<file path="src/rtl/codec_rx.sv">
// codec_rx: masters the audio codec clocks (MCLK/SCLK/LRCLK) from a free-running
// 10-bit frame counter and deserializes I2S data from the codec into 16-bit
// signed left/right samples.
//
// Output handshake: vld is a one-cycle strobe with no ready/backpressure. When vld
// is high, lft_chnnl and rght_chnnl hold a coherent pair from the same frame.
// rght_chnnl holds for a full frame, and lft_chnnl holds for 512 cycles after vld.
// Consumers must capture on vld.
module codec_rx (
    input  logic        clk,
    input  logic        rst_n,
    output logic        MCLK,
    output logic        SCLK,
    output logic        LRCLK,
    output logic        RSTn,
    input  logic        SDout,
    output logic [15:0] lft_chnnl,
    output logic [15:0] rght_chnnl,
    output logic        vld
);

    // HOLD keeps the codec in reset for one frame. SYNC lets it settle for one frame.
    // RUN accepts captures.
    typedef enum logic [1:0] {
        ST_HOLD = 2'd0,
        ST_SYNC = 2'd1,
        ST_RUN  = 2'd2
    } state_t;

    // Counter values at which the left/right words complete. Each value is the
    // sample point of the word's LSB slot.
    localparam logic [9:0] CNT_LFT_DONE  = 10'd528;
    localparam logic [9:0] CNT_RGHT_DONE = 10'd16;
    localparam logic [9:0] CNT_LAST      = 10'd1023;

    state_t      state_q, state_d;
    logic [9:0]  cnt_q, cnt_d;
    logic        rstn_q, rstn_d;
    logic        primed_q, primed_d;
    logic [15:0] sh_q, sh_d;
    logic [15:0] lft_q, lft_d;
    logic [15:0] rght_q, rght_d;
    logic        vld_q, vld_d;

    logic        sample_pt;
    logic        frame_end;
    logic [15:0] word_in;

    // The sample point is the first clk with SCLK high, which is mid bit-period.
    assign sample_pt = (cnt_q[4:0] == 5'd16);
    assign frame_end = (cnt_q == CNT_LAST);
    assign word_in   = {sh_q[14:0], SDout};

    // Next-state logic for the counter, the shifter, the sequencer and the capture registers.
    always_comb begin
        cnt_d    = cnt_q + 10'd1;
        state_d  = state_q;
        rstn_d   = rstn_q;
        primed_d = primed_q;
        sh_d     = sh_q;
        lft_d    = lft_q;
        rght_d   = rght_q;
        vld_d    = 1'b0;

        if (sample_pt) begin
            sh_d = word_in;
        end

        case (state_q)
            ST_HOLD: begin
                rstn_d = 1'b0;
                if (frame_end) begin
                    state_d = ST_SYNC;
                    rstn_d  = 1'b1;
                end
            end
            ST_SYNC: begin
                rstn_d = 1'b1;
                if (frame_end) begin
                    state_d = ST_RUN;
                end
            end
            ST_RUN: begin
                rstn_d = 1'b1;
                if (cnt_q == CNT_LFT_DONE) begin
                    lft_d    = word_in;
                    primed_d = 1'b1;
                end
                // The first RUN right word has no matching left word, so it raises no vld.
                if (cnt_q == CNT_RGHT_DONE) begin
                    rght_d = word_in;
                    vld_d  = primed_q;
                end
            end
            default: begin
                state_d = ST_HOLD;
                rstn_d  = 1'b0;
            end
        endcase
    end

    // State register with synchronous active-low reset. All outputs are registered.
    always_ff @(posedge clk) begin
        if (!rst_n) begin
            state_q  <= ST_HOLD;
            cnt_q    <= 10'd0;
            rstn_q   <= 1'b0;
            primed_q <= 1'b0;
            sh_q     <= 16'd0;
            lft_q    <= 16'd0;
            rght_q   <= 16'd0;
            vld_q    <= 1'b0;
        end else begin
            state_q  <= state_d;
            cnt_q    <= cnt_d;
            rstn_q   <= rstn_d;
            primed_q <= primed_d;
            sh_q     <= sh_d;
            lft_q    <= lft_d;
            rght_q   <= rght_d;
            vld_q    <= vld_d;
        end
    end

    // The codec clocks are raw counter bits, so they cannot glitch.
    assign MCLK       = cnt_q[1];
    assign SCLK       = cnt_q[4];
    assign LRCLK      = cnt_q[9];
    assign RSTn       = rstn_q;
    assign lft_chnnl  = lft_q;
    assign rght_chnnl = rght_q;
    assign vld        = vld_q;

endmodule

</file>
<file path="config.mk">
export PLATFORM = sky130hd
export DESIGN_NAME = codec_rx
export DESIGN_NICKNAME = d
export VERILOG_FILES = /design/src/rtl/codec_rx.sv
export SDC_FILE = /design/constraint.sdc
export NUM_CORES = 1
export LEC_CHECK = 0
export CAP_MARGIN = 20
export CORE_MARGIN = 5
export CORE_UTILIZATION = 52
export DETAILED_ROUTE_END_ITERATION = 16
export HOLD_SLACK_MARGIN = 0.02
export PLACE_DENSITY = 0.78
export SLEW_MARGIN = 40
export SYNTH_ARGS = -nofsm -noshare
export SYNTH_HDL_FRONTEND = slang
export SYNTH_SLANG_ARGS = --single-unit
</file>
<file path="constraint.sdc">
create_clock -name clk -period 2 [get_ports clk]
set_input_delay 0.3 -clock clk [delete_from_list [all_inputs] [get_ports clk]]
set_output_delay 0.3 -clock clk [all_outputs]
set_load 0.05 [all_outputs]
</file>
==> summary.txt <==
Final layout
  • Layout cells sized above 1: 7.72%
  • Ant. Diodes: 0
  • Nets: 316
  • Area delta synth->final: 26.4%

Synth
  • Async SR Flop Fraction: 0%
  • Synth Register Bits: 62
  • Main synth FF type: dfxtp_1
  • Cells after Synth: 265
  • Warnings, synthesis: 0
  • Number of synthesized flops with an enable pin: 0
  • Post-Synth Simple-Gate Area: about a fifth
  • Syn Std Cell Area: 2440 um^2
  • Largest cells by area after synthesis: dfxtp_1 51%, mux2i_1 13%, nand2_1 13%, a21oi_1 4.3%, ha_1 3.6%
  • Synth Area in XOR/XNOR: 1.08%
  • Combinational family with the most area after synthesis: simple AND/OR/NAND/NOR gates
  • Synth Area in Adders: 3.58%
  • Synth top area share: 50.8%
  • Synth cell count leaders: 82 x nand2_1, 62 x dfxtp_1, 32 x mux2i_1, 21 x a21oi_1, 10 x clkbuf_1
  • Post-Syn Nets: between 200 and 300
  • Multiplexer area fraction after synthesis: about an eighth
  • Synth area leader: dfxtp_1
  • Netlist cell types: 33
  • Most frequent cell after synthesis: nand2_1
  • Syn_area_per_cell: 9.22 um^2
  • Register area share after synthesis: 50.8%
  • Synth Area in Compound Gates: 7.07%

STA
  • RSZ-0062 raised after global routing: false
  • Final period util: a little over nine tenths
  • Pin slew with the least headroom to its limit: 0.657 ns
  • Setup_tns: 0 ns
  • Final setup violating endpoints: 0
  • Peak Freq: ~0.52 GHz
  • Clock skew: 0.0104 ns
  • Final hold vios: 0
  • Period minus WS final: 1.91 ns
  • Slew Limit Headroom: 55.9%
  • Max Slew Vio Count: 0

Power
  • Logic pwr share: 2.9%
  • VDD IR max: 0.545 mV
  • P per Cell Area: 809 nW/um^2
  • Net Switching: 526 uW
  • Sequential Power Share: 50.0%
  • Int Pwr: 1.97 mW
  • Clk pwr share: 47.0%
  • Switching share of power: 21.1%
  • P_leak: 1.16 nW
  • Design Power: 2.50 mW

Global route
  • First-pass GRT wire length: between 8000 and 9000 um
  • Congestion Overflow GR: 0
  • Largest net degree at the start of global routing: 51
  • Initial antenna violation count: 0
  • Vias in the first global route: 1832
  • Total GRT Usage: 16.6%

Drt
  • DR vias/cell: 5.26
  • Initial detailed-routing violation count: approximately 130
  • DRC viols: 0
  • Detailed-route wire length per cell: 13.0 um
  • TritonRoute pass-1 iters: 5
  • Final wirelength: 4730 um
  • Post-DRT Antenna Nets: 0
  • Vias: 1919

CTS
  • CTS root buffer: clkbuf_8
  • Deepest clock path buffer count: 2
  • Reg clk slew, reported paths: 0.07 ns
  • Number of buffers inserted by hold repair at cts: 0
  • H-tree depth: 3
  • CTS Sinks: a little over 60
  • Clock Latency Late Sink: 0.33 ns
  • # Post-CTS Setup Buffers: 0
  • CTS buffer count: 9
  • CTS tree: yes

Die
  • DIE WIDTH: a little under 80 um
  • Die ar.: 6170 um^2
  • Row cnt: 25
  • Initial Util: roughly 53%
  • Ports: 40
  • Die Y: 78.6 um
  • Core Box Area: 4630 um^2

Critical path
  • Startpoint types: flop
  • CP max stage cell: clkdlybuf4s50_1
  • WP data required: about 1.7 ns
  • Buf+Inv Stages, Crit Path: 1
  • CP endpoint kind: output pin
  • Worst path cell trace: clkdlybuf4s50_1
  • WS Path Type: flop to output pin
  • CP max FO: 7
  • Arrival time worst endpoint: 1.61 ns
  • CP peak stage delay: between 0.8 and 0.9 ns
  • R2r setup slk: around 0.24 ns
  • Crit path max-delay family: buffers and inverters

Placement
  • Port Buf Inserts: 39
  • GP Congestion: about 0.80
  • Dpl hpwl: 3110 um

Outcome
  • Status: finished, final reports clean

Worst hold path
  • Worst hold path class: primary input to flop

Job
  • Max-cap violation count: 0
-- metal layers --
metal	global-route usage, %	part of all wire (%)	vias up
met5	0	0	-
met4	9.27	2.1	0
met3	3.78	4.2	9
met2	27.8	49	40
met1	19.4	45	896
li1	-	-	974
-- worst paths after layout --
path,from,to,cells past startpoint
max,cnt_q[4]$_SDFF_PN0_,SCLK,1
min,rst_n,cnt_q[1]$_SDFF_PN0_,2
max reg2reg,cnt_q[1]$_SDFF_PN0_,lft_chnnl[6]$_SDFFE_PN0P_,6
min reg2reg,primed_q$_SDFFE_PN0P_,vld$_SDFF_PN0_,2
-- layout by cell type (no fill, tap or decap), drive strengths merged, types with 2 or more instances in the layout --
cell type | netlist | layout
a21oi | 21 | 21
and4 | 3 | 3
buf | 5 | 7
clkbuf | 10 | 13
clkdlybuf4s50 | 0 | 37
clkinv | 1 | 3
dfxtp | 62 | 62
ha | 7 | 7
inv | 5 | 5
mux2i | 32 | 32
nand2 | 82 | 82
nand3 | 3 | 3
nand4 | 4 | 4
nor2 | 5 | 5
o21ai | 4 | 4
o31ai | 2 | 2
or3 | 3 | 3
or4 | 2 | 2
xor2 | 2 | 2
-- state kept, by name, summed over array words and instances, names as in the netlist --
register	flops
lft_chnnl	16
rght_chnnl	16
sh_q	15
cnt_q	10
state_q	2
RSTn	1
primed_q	1
vld	1
-- kinds of logic after synthesis --
group                    after synthesis
multiplexers                          32
adder cells (fa/ha/maj)                7
buffers and inverters                 21
XOR/XNOR                               3
AND/OR/NAND/NOR                      109
flip-flops                            62
AO/OA/AOI/OAI                         31
-- power by group through the flow --
stage | logic (mW) | registers [mW] | clock network [mW]
after detailed placement | 0.0720 | 1.28 | 0
after CTS | 0.0725 | 1.25 | 1.19
after floorplan | 0.0422 | 1.29 | 0
after global placement | 0.0720 | 1.28 | 0
after global routing | 0.0805 | 1.25 | 1.26
final | 0.0729 | 1.25 | 1.18
-- area by class of cell --
type / instances / area [um^2]
clock inverters: 3 / 40.0
multi-input cells: 182 / 1090
repair buffers: 45 / 445
inverters: 6 / 22.5
fillers: 381 / 1540
well taps: 54 / 67.6
clock buffers: 13 / 179
flip-flops and latches: 62 / 1240
-- repair_timing --
item	CTS	global route
endpoints found under the setup margin	0	1
gates resized for setup	0	1
hold endpoints to repair	0	0
-- stage by stage --
stage | std cells | instance area [um^2] | utilization, % | worst slack (ns) | hold slack (ns)
final | 365 | 3090 | 66.7 | 0.0877 | 0.223
after global routing | 365 | 3090 | 66.7 | 0.0231 | 0.224
after CTS | 365 | 3090 | 66.7 | 0.0165 | 0.208
after detailed placement | 349 | 2870 | 61.9 | 0.255 | 0.423
after global placement | 349 | 2870 | 61.9 | 0.382 | 0.422
after floorplan | 265 | 2440 | - | 0.0309 | 0.410
Note: power is estimated with default switching activity, not from simulation.
